[src/rtl/spi_pkg.sv]
// spi_pkg: shared state encoding and command codes for the SPI master.
// Latency: n/a (types and constants only).
// Backpressure: n/a.
package spi_pkg;

   typedef enum logic [2:0] {
      IDLE,
      SETUP,
      SHIFT,
      WAIT_RD,
      READ,
      GAP
   } state_t;

   localparam logic [1:0] CMD_WR_ADDR = 2'b00;
   localparam logic [1:0] CMD_WR_DATA = 2'b01;
   localparam logic [1:0] CMD_RD_ADDR = 2'b10;
   localparam logic [1:0] CMD_RD_DATA = 2'b11;

endpackage

[src/rtl/spi_shreg.sv]
// spi_shreg: parallel-load, MSB-first shift register; serial out on the MSB, serial in on the LSB.
// Latency: load or shift takes effect on the next rising edge.
// Backpressure: none; load has priority over shift.
module spi_shreg #(
   parameter int W = 10
) (
   input  logic         clk,
   input  logic         rst_n,
   input  logic         load,
   input  logic [W-1:0] load_val,
   input  logic         shift,
   input  logic         sin,
   output logic         sout,
   output logic [W-1:0] q
);

   // Load a whole frame, or move one bit towards the MSB taking sin at the LSB.
   always_ff @(posedge clk) begin
      if (!rst_n) begin
         q <= '0;
      end else if (load) begin
         q <= load_val;
      end else if (shift) begin
         q <= {q[W-2:0], sin};
      end
   end

   assign sout = q[W-1];

endmodule

[src/rtl/spi_master_ctrl.sv]
// spi_master_ctrl: turns {cmd,data} requests into SS_n-framed MOSI frames; RD_DATA collects an 8-bit MISO reply.
// Latency: SS_n falls 1 clk after accept; rd_valid pulses in the first SS_n-high cycle after the last MISO bit.
// Backpressure: req_ready only in IDLE; the IDLE cycle is the last of the GAP_CYCLES SS_n-high cycles. Option: SPI_MASTER_ABORT_EN.
module spi_master_ctrl
   import spi_pkg::*;
#(
   parameter int DATA_W     = 8,
   parameter int RD_WAIT    = 1,
   parameter int GAP_CYCLES = 2
) (
   input  logic              clk,
   input  logic              rst_n,
   input  logic              req_valid,
   output logic              req_ready,
   input  logic [1:0]        req_cmd,
   input  logic [DATA_W-1:0] req_data,
   output logic              rd_valid,
   output logic [DATA_W-1:0] rd_data,
   output logic              busy,
   output logic              SS_n,
   output logic              MOSI,
`ifdef SPI_MASTER_ABORT_EN
   input  logic              abort,
`endif
   input  logic              MISO
);

   localparam int FRAME_W = DATA_W + 2;
   // The accepting IDLE cycle already keeps SS_n high, so GAP covers the rest.
   localparam int GAP_LEN = GAP_CYCLES - 1;
   localparam int GAP_LD  = (GAP_LEN > 0) ? GAP_LEN - 1 : 0;
   localparam int WAIT_LD = (RD_WAIT > 0) ? RD_WAIT - 1 : 0;
   localparam int CNT_W   = $clog2(FRAME_W + RD_WAIT + GAP_CYCLES + 1);

   state_t             state, state_nx;
   logic [CNT_W-1:0]   cnt, cnt_nx;
   logic               is_rd;
   logic               sh_load, sh_shift, sh_out;
   logic [FRAME_W-1:0] sh_q;
   logic               frame_end, rd_done, abort_hit;
   logic               unused_hi;

   // The top frame bits are only ever shifted out, never read in parallel.
   assign unused_hi = ^sh_q[FRAME_W-1:DATA_W-1];

`ifdef SPI_MASTER_ABORT_EN
   assign abort_hit = abort && (state != IDLE) && (state != GAP);
`else
   assign abort_hit = 1'b0;
`endif

   spi_shreg #(.W(FRAME_W)) u_shreg (
      .clk      (clk),
      .rst_n    (rst_n),
      .load     (sh_load),
      .load_val ({req_cmd, req_data}),
      .shift    (sh_shift),
      .sin      (MISO),
      .sout     (sh_out),
      .q        (sh_q)
   );

   // Next state, down-counter reload and shift-register control.
   always_comb begin
      state_nx  = state;
      cnt_nx    = (cnt != '0) ? cnt - 1'b1 : cnt;
      sh_load   = 1'b0;
      frame_end = 1'b0;
      rd_done   = 1'b0;
      case (state)
         IDLE: begin
            if (req_valid && req_ready) begin
               state_nx = SETUP;
               sh_load  = 1'b1;
            end
         end
         SETUP: begin
            state_nx = SHIFT;
            cnt_nx   = CNT_W'(FRAME_W - 1);
         end
         SHIFT: begin
            if (cnt == '0) begin
               if (!is_rd) begin
                  frame_end = 1'b1;
               end else if (RD_WAIT > 0) begin
                  state_nx = WAIT_RD;
                  cnt_nx   = CNT_W'(WAIT_LD);
               end else begin
                  state_nx = READ;
                  cnt_nx   = CNT_W'(DATA_W - 1);
               end
            end
         end
         WAIT_RD: begin
            if (cnt == '0) begin
               state_nx = READ;
               cnt_nx   = CNT_W'(DATA_W - 1);
            end
         end
         READ: begin
            if (cnt == '0) begin
               frame_end = 1'b1;
               rd_done   = 1'b1;
            end
         end
         GAP: begin
            if (cnt == '0) begin
               state_nx = IDLE;
            end
         end
         default: state_nx = IDLE;
      endcase
      if (abort_hit) begin
         frame_end = 1'b1;
         rd_done   = 1'b0;
      end
      if (frame_end) begin
         if (GAP_LEN > 0) begin
            state_nx = GAP;
            cnt_nx   = CNT_W'(GAP_LD);
         end else begin
            state_nx = IDLE;
         end
      end
      sh_shift = (state_nx == SHIFT) || (state == READ && !abort_hit);
   end

   // State, counter and every output are registered from the next-state decode.
   always_ff @(posedge clk) begin
      if (!rst_n) begin
         state     <= IDLE;
         cnt       <= '0;
         is_rd     <= 1'b0;
         SS_n      <= 1'b1;
         MOSI      <= 1'b0;
         req_ready <= 1'b1;
         busy      <= 1'b0;
         rd_valid  <= 1'b0;
         rd_data   <= '0;
      end else begin
         state     <= state_nx;
         cnt       <= cnt_nx;
         if (sh_load) begin
            is_rd <= (req_cmd == CMD_RD_DATA);
         end
         SS_n      <= (state_nx == IDLE) || (state_nx == GAP);
         MOSI      <= (state_nx == SHIFT) ? sh_out : 1'b0;
         req_ready <= (state_nx == IDLE);
         busy      <= (state_nx != IDLE);
         rd_valid  <= rd_done;
         if (rd_done) begin
            rd_data <= {sh_q[DATA_W-2:0], MISO};
         end
      end
   end

endmodule
[config.mk]
export PLATFORM = sky130hd
export DESIGN_NAME = spi_master_ctrl
export DESIGN_NICKNAME = d
export VERILOG_FILES = /design/src/rtl/spi_pkg.sv /design/src/rtl/spi_shreg.sv /design/src/rtl/spi_master_ctrl.sv
export SDC_FILE = /design/constraint.sdc
export NUM_CORES = 1
export LEC_CHECK = 0
export ABC_CLOCK_PERIOD_IN_PS = 1940
export BUFFER_PORTS_ARGS = -buffer_cell sky130_fd_sc_hd__buf_4
export CAP_MARGIN = 0
export CORE_AREA = 3 3 52 66
export DETAILED_ROUTE_END_ITERATION = 7
export DIE_AREA = 0 0 55 69
export PLACE_DENSITY = 0.75
export SLEW_MARGIN = 40
export SYNTH_ARGS = -nofsm -noshare
export SYNTH_HDL_FRONTEND = slang
export SYNTH_SLANG_ARGS = --single-unit
[constraint.sdc]
create_clock -name clk -period 1.94 [get_ports clk]
set_input_delay 0.097 -clock clk [delete_from_list [all_inputs] [get_ports clk]]
set_output_delay 0.097 -clock clk [all_outputs]
set_load 0.05 [all_outputs]
# Word-level counts from Yosys, hierarchy flattened
# Index checks and enable logic that the tools add are counted.
dict set report word_totals {
  output_inout_bits 13
  ff_bits 31
  inputBits 14
}
dict set report classes {
  addsub 1
  n_bitwise 1
  n_reduce_logical 11
  eq_ne 8
  mux 21
}
# operator n
set op_table {}
lappend op_table {{10-bit 2-to-1 mux} 2}
lappend op_table {{3-bit 2-to-1 mux} 6}
lappend op_table {{3-bit one-hot mux with 6 select lines} 1}
lappend op_table {{4-bit 2-to-1 mux} 4}
lappend op_table {{4-bit one-hot mux with 3 select lines} 1}
lappend op_table {{3-bit by 2-bit == test with 1-bit output (second input constant)} 3}
lappend op_table {{3-bit == test (second input constant)} 3}
lappend op_table {{3-bit zero test} 2}
lappend op_table {{1-bit 2-to-1 mux} 6}
lappend op_table {{4-bit zero test} 1}
lappend op_table {{4-bit nonzero test} 1}
lappend op_table {{4-bit by 1-bit subtractor with 4-bit output (second input constant)} 1}
lappend op_table {{3-bit by 1-bit == test with 1-bit output (second input constant)} 1}
lappend op_table {{3-bit nonzero test} 1}
lappend op_table {{2-bit == test (second input constant)} 1}
lappend op_table {{1-bit logical OR} 2}
lappend op_table {{1-bit one-hot mux with 2 select lines} 1}
lappend op_table {{2-bit AND reduction} 1}
lappend op_table {{2-bit nonzero test} 1}
lappend op_table {{2-bit OR reduction} 1}
lappend op_table {{1-bit logical AND} 1}
lappend op_table {{1-bit inverter} 1}

# Longest topological paths before layout
# Gate-level depths: netlist (run 1).
dict set report logic_depth {
  word_depth 8
  ltp_mapped 8
  mapped_depth_nobuf 8
}

# By module
# A second synthesis (run 1) with hierarchy kept.
dict set report hier_totals {
  cells_unflattened 159
  hier_area_um2 1561.5
}
# mod seq_area_each_um2 instances cells_per_inst area_per_inst_um2
set modules_own_cells {}
lappend modules_own_cells {spi_master_ctrl 420.4 1 114 1016.0}
lappend modules_own_cells {spi_shreg 200.2 1 45 545.5}

# Least setup slack after synthesis (run 1)
# Ideal clock, no wire load.
dict set report synth_path {
  path_type {register -> register}
  startpoint {register cnt[0]}
  endpoint {register rd_data[0]}
  setup_ns 0.128
  arrival_time_ns 1.679
  stages_incl_launch_ff 9
  slack_ns 0.133
  synth_period_minus_slack_ns 1.807
  n_path_buf 1
  t_required_ns 1.812
  cell_sequence {dfxtp_1 -> inv_1 -> ha_1 -> nor3b_4 -> inv_4 -> or3_1 -> buf_6 -> mux2i_1 -> nor2_1}
}
dict set report synth_via {
  elab_chain_len 3
}
# item line
set synth_lines {}
lappend synth_lines {{from (decl)} spi_master_ctrl.sv:36} ;# logic [CNT_W-1:0] cnt, cnt_nx;
lappend synth_lines {{from (signal assigned)} spi_master_ctrl.sv:142} ;# cnt <= cnt_nx;
lappend synth_lines {{4-bit zero test} spi_master_ctrl.sv:101} ;# if (cnt == '0) begin
lappend synth_lines {{1-bit 2-to-1 mux} spi_master_ctrl.sv:101}
lappend synth_lines {{1-bit 2-to-1 mux} spi_master_ctrl.sv:70} ;# case (state)
lappend synth_lines {{to (signal assigned)} spi_master_ctrl.sv:152} ;# rd_data <= {sh_q[DATA_W-2:0], MISO};
lappend synth_lines {{to (decl)} spi_master_ctrl.sv:18} ;# output logic [DATA_W-1:0] rd_data,
# No other way between the ends.
# A chain may end at the register's enable or synchronous reset.

# Worst setup path in the final report (run 1)
dict set report layout_path {
  startpoint {register cnt[0]}
  endpoint {register rd_data[1]}
}
# The elaborated chain is that of the path after synthesis.

==> results of run 1 <==
-- registers in the layout (all words and copies together) (netlist names) --
name and flops:
is_rd 1, busy 1, SS_n 1, rd_data 8, req_ready 1, MOSI 1, state 3, cnt 4
u_shreg.q 10, rd_valid 1
-- repair_timing --
action                                  4_1_cts  5_1_grt
hold endpoints to repair                      0        0
endpoints found under the setup margin        5        0
gates resized for setup                       1        0
-- layout make-up --
cell class,count,area [um^2],share of cell area (%)
multi-input combinational,102,678.2,39.62
timing repair buffer,32,252.7,14.77
clock buffer,6,51.30,2.997
inverter,7,28.78,1.681
clock inverter,2,35.03,2.047
tap,36,45.04,2.632
sequential,31,620.6,36.26
-- cell usage after synthesis (2+ instances only) --
library cell,count,share of area [%]
inv_1,6,1.6
o21ai_0,10,3.6
nand3_1,4,1.5
o21a_1,2,1.1
nor3_1,3,1.1
dfxtp_1,31,45
or4_1,2,1.1
nand2_1,5,1.4
clkbuf_1,5,1.4
nand2b_1,2,0.91
nor4_1,2,0.91
or3_1,2,0.91
o21ai_1,3,1.1
ha_1,2,1.8
a21oi_1,17,6.2
nor2_1,14,3.8
buf_6,2,1.6
or3b_2,3,1.9
mux2i_1,18,13
-- kinds of logic (layout without fill, tap and decap cells) --
group                    count (synthesis)  after routing  synth area share [%]
AO/OA/AOI/OAI                           41             41                 17.59
XOR/XNOR                                 1              1                0.6382
adder cells (fa/ha/maj)                  2              2                 1.823
buffers and inverters                   16             47                 5.743
flip-flops                              31             31                 45.21
multiplexers                            18             18                 13.13
AND/OR/NAND/NOR                         40             40                 15.86
-- report_power, final --
group	internal [mW]	switching (mW)
sequential	0.841	0.161
clock	0.304	0.220
combinational	0.630	0.756
-- metrics by stage --
stage	area [um^2]	power, mW	worst slack [ns]	hold slack [ns]
2_1_floorplan	1373	2.016	0.1335	0.2220
3_3_place_gp	1620	2.351	0.09453	0.3403
3_5_place_dp	1620	2.402	-0.01429	0.3569
4_1_cts	1712	2.933	0.1383	0.002860
5_1_grt	1712	3.140	0.01001	0.01642
6_report	1712	2.913	0.1444	0.009992
-- path summary, 6_finish.rpt --
| kind | cells after the start | start | endpoint |
|---|---|---|---|
| max reg2reg | 7 | cnt[0] | rd_data[1] |
| max | 7 | cnt[0] | rd_data[1] |
| min | 3 | MISO | rd_data[0] |
| min reg2reg | 2 | u_shreg.q[9] | MOSI |
-- tightest hold or removal path, delay by kind of cell --
kind / cells / cell delay, ns
muxes: 1 / 0.06
and+or+nand+nor: 1 / 0.07
buffers and inverters: 1 / 0.09
-- routing by layer --
metal / vias up / track usage (%)
met5: - / 0
met1: 546 / 18.59
met3: 8 / 6.048
met4: 0 / 9.459
li1: 596 / -
met2: 31 / 28.68
==> metrics.csv, run 1 <==
metric,value,unit
Layout Utilization,58.66,%
number of synthesized flops with an enable pin,0,
Worst Path Buf+Inv,2,
CTS H-tree depth,2,
ant diodes,0,
die width,55,um
filler cell count,278,
CP max-delay cell,or3_4,
WP data arrival,2.01,ns
Final ANT Viol Nets,0,
worst-margin pin slew,0.4036,ns
DRT Wirelength,2.958,mm
skew final,0.003505,ns
clock sink count,31,
final setup fails,0,
Post-route DRC,0,
post-DP HPWL,2.224,mm
met3 wire length,137,um
core area,2918,um^2
Max-slew headroom,73.06,%
Via Count,1181,
Routed met1 length,1.188,mm
crit share post-route,92.55,%
pin count of the biggest net entering global routing,17,
IO Pins,27,
Yosys warnings,0,
FMAX,556.9,MHz
Met2 Wirelength,1.566,mm
status,"complete, no violations",
nets@finish,195,
R2R setup slack,0.14,ns
"Reg clk slew, reported paths",0.09,ns
placed cell count,208,
part of the Yosys area used for sequential elements,45.21,%
DR iter-0 viols,29,
PortBufs,26,
worst hold path class,input port to flip-flop,
CTS Buffer Depth,2,
CP Launch Type,flip-flop,
Core Rows,22,
post-CTS setup repair buffer count,0,
total CTS buffers,5,
power per cell area,1702,nW/um^2
GRT Total Usage,17.49,%
CP max stage delay,0.47,ns
CP top delay family,simple AND/OR/NAND/NOR gates,
Synth Flop Type,dfxtp_1,
Async SR Flop Fraction,0,%
Syn Std Cell Area,1373,um^2
final hold viol count,0,
RePlAce Congestion,0.7921,
crit path cell chain,inv_1 > ha_1 > nor3b_4 > inv_4 > or3_4 > mux2i_1 > nor2_1,
WL/cell,13.69,um
RSZ-0062 raised after global routing,false,
Pleak,0.7554,nW
Slew Limit Fails,0,
CP required,2.15,ns
hold buffers post-CTS,0,
worst setup path class,flip-flop to flip-flop,
critical path peak fanout,9,
first-pass GRT wire length,4.926,mm
Root Buffer,clkbuf_4,
starting density of the core,47.04,%
Critical Path End Type,flip-flop,
drt pass-1 iters,4,
cells after synthesis,149,
die area,3795,um^2
Finished Layout Cells,216,
layout cells sized above 1,26.67,%
VDD IR max,0.9453,mV
initial antenna violation count,0,
MaxCap Viol Count,0,
Congestion Overflow GR,0,
Max Used Layer,met4,
Vias per Instance,5.468,
vias in the first global route,1123,
die extent in y,69,um
TritonCTS clock tree,yes,
syn avg cell area,9.212,um^2
Final TNS setup,0,ns
most frequent cells in the layout,"dfxtp_1 (31), buf_4 (31), mux2i_1 (18), a21oi_1 (17), nor2_1 (14)",
#FFs+latches synth,31,
post-synth net total,165,
"Min Clock Period, post-route",1.796,ns
Synth cell types,35,
Synth-to-Final Area Change,24.70,%
Clock Latency Late Sink,0.33,ns
(Power assumes the default switching activity.)
==> inputs of run 2 (changes only) <==
--- a/config.mk
+++ b/config.mk
@@ -8,10 +8,12 @@
 export ABC_CLOCK_PERIOD_IN_PS = 1940
 export BUFFER_PORTS_ARGS = -buffer_cell sky130_fd_sc_hd__buf_4
 export CAP_MARGIN = 0
-export CORE_AREA = 3 3 52 66
+export CELL_PAD_IN_SITES_DETAIL_PLACEMENT = 1
+export CELL_PAD_IN_SITES_GLOBAL_PLACEMENT = 1
+export CORE_AREA = 3 3 60 76
 export DETAILED_ROUTE_END_ITERATION = 7
-export DIE_AREA = 0 0 55 69
-export PLACE_DENSITY = 0.75
+export DIE_AREA = 0 0 63 79
+export PLACE_DENSITY = 0.73
 export SLEW_MARGIN = 40
 export SYNTH_ARGS = -nofsm -noshare
 export SYNTH_HDL_FRONTEND = slang
==> metrics.csv, run 2 (synthesized netlist as in run 1, its figures left out) <==
metric,value,unit,change
drt pass-1 iters,4,,unchanged
final hold viol count,0,,unchanged
CP max-delay cell,or3_4,,unchanged
initial antenna violation count,0,,unchanged
Post-route DRC,0,,unchanged
worst setup path class,flip-flop to flip-flop,,unchanged
layout cells sized above 1,26.26,%,was 26.67%
CP max stage delay,0.46,ns,was 0.47 ns
RSZ-0062 raised after global routing,false,,unchanged
RePlAce Congestion,0.8623,,was 0.7921
Clock Latency Late Sink,0.29,ns,was 0.33 ns
"Reg clk slew, reported paths",0.07,ns,was 0.09 ns
Psw,1.199,mW,was 1.137 mW
die width,63,um,was 55 um
Largest Register,u_shreg.q,,unchanged
nets@finish,194,,was 195
"Min Clock Period, post-route",1.796,ns,about the same
clock sink count,31,,unchanged
VDD IR max,0.6450,mV,was 0.9453 mV
WP data arrival,1.96,ns,was 2.01 ns
setup slack after layout,0.1435,ns,was 0.1444 ns
Slew Limit Fails,0,,unchanged
crit path cell chain,inv_1 > ha_1 > nor3b_4 > inv_4 > or3_4 > mux2i_1 > nor2_1,,unchanged
Layout Utilization,44.88,%,was 58.66%
Root Buffer,clkbuf_8,,was clkbuf_4
PortBufs,26,,unchanged
worst hold path class,input port to flip-flop,,unchanged
IO Pins,27,,unchanged
status,"complete, no violations",,unchanged
post-DP HPWL,2.461,mm,was 2.224 mm
Largest regs,"u_shreg.q: 10 flops, rd_data: 8 flops, cnt: 4 flops",,unchanged
Synth-to-Final Area Change,25.80,%,was 24.70%
Clk pwr share,16.9,%,was 18.0%
WL/cell,14.69,um,was 13.69 um
Critical Path End Type,flip-flop,,unchanged
CTS Buffer Depth,2,,unchanged
crit share post-route,92.60,%,was 92.55%
CP Launch Type,flip-flop,,unchanged
hold buffers post-CTS,0,,unchanged
Vias per Instance,5.176,,was 5.468
Place WS,-0.01353,ns,was -0.01429 ns
critical path peak fanout,9,,unchanged
die extent in y,79,um,was 69 um
cts repair resizes,1,,unchanged
most frequent cells in the layout,"dfxtp_1 (30), buf_4 (30), mux2i_1 (18), a21oi_1 (17), nor2_1 (14)",,"was dfxtp_1 (31), buf_4 (31), mux2i_1 (18), a21oi_1 (17), nor2_1 (14)"
Final TNS setup,0,ns,unchanged
final setup fails,0,,unchanged
placed standard-cell area,1635,um^2,was 1620 um^2
CP required,2.10,ns,was 2.15 ns
DR iter-0 viols,34,,was 29
starting density of the core,35.67,%,was 47.04%
pin count of the biggest net entering global routing,23,,was 17
max reg flops,10,,unchanged
GRT Total Usage,15.82,%,was 17.49%
CTS H-tree depth,2,,unchanged
first-pass GRT wire length,6.023,mm,was 4.926 mm
vias in the first global route,1264,,was 1123
die area,4977,um^2,was 3795 um^2
Congestion Overflow GR,0,,unchanged
Cell Int Power,1.714,mW,was 1.776 mW
post-CTS setup repair buffer count,0,,unchanged
power per cell area,1687,nW/um^2,was 1702 nW/um^2
Pleak,0.7441,nW,was 0.7554 nW
Core Rows,25,,was 22
hold slack,0.06876,ns,was 0.009992 ns
total CTS buffers,5,,unchanged
MaxCap Viol Count,0,,unchanged
Via Count,1206,,was 1181
core area,3847,um^2,was 2918 um^2
CP top delay family,simple AND/OR/NAND/NOR gates,,unchanged
DRT Wirelength,3.422,mm,was 2.958 mm
Worst Path Buf+Inv,2,,unchanged
Sequential Power Share,35.1,%,was 34.4%
TritonCTS clock tree,yes,,unchanged
Final ANT Viol Nets,0,,unchanged
FMAX,556.6,MHz,was 556.9 MHz
skew final,0.004216,ns,was 0.003505 ns
final instance area,1727,um^2,was 1712 um^2
Switching Share,41.16,%,was 39.04%
combinational power share,48.0,%,was 47.6%
Max-slew headroom,73.45,%,was 73.06%
worst-margin pin slew,0.3978,ns,was 0.4036 ns
ant diodes,0,,unchanged
## run 2: cell type report
type                    count  area [um^2]
repair buffers             31        245.2
multi-input cells         102        678.2
fillers                   451         2121
inverters                   7        28.78
clock inverters             2        12.51
well taps                  54        67.56
clock buffers               6        72.57
flip-flops and latches     31        621.8
## run 2: stage by stage
stage	std cells	total power, mW
after floorplan	149	2.016
after global placement	225	2.353
after detailed placement	225	2.430
after CTS	233	2.948
after global routing	233	3.144
final	233	2.914
## run 2: tightest hold or removal path: stages
cell     delay [ns]
buf_4          0.09
mux2i_1        0.06
nor2_1         0.07
## run 2: path summary, 6_finish.rpt
kind,start,cells past startpoint,end,slack (ns)
setup / recovery,cnt[0],7,rd_data[4],0.14
hold / removal,MISO,3,rd_data[0],0.07
setup reg to reg,cnt[0],7,rd_data[4],0.14
hold reg to reg,u_shreg.q[9],2,MOSI,0.46
## run 2: layer usage
| metal | GRT usage (%) | routed length (um) |
|---|---|---|
| met3 | 6.223 | 156 |
| met4 | 9.934 | 87 |
| met2 | 27.56 | 1744 |
| met1 | 15.57 | 1434 |
| met5 | 0 | 0 |
## run 2: power groups by stage
stage                     sequential (mW)  combinational [mW]  clock (mW)
after floorplan                      1.08               0.936           0
after global placement               1.02                1.33           0
after detailed placement             1.03                1.40           0
after CTS                            1.02                1.41       0.515
after global routing                 1.06                1.54       0.545
final                                1.02                1.40       0.491
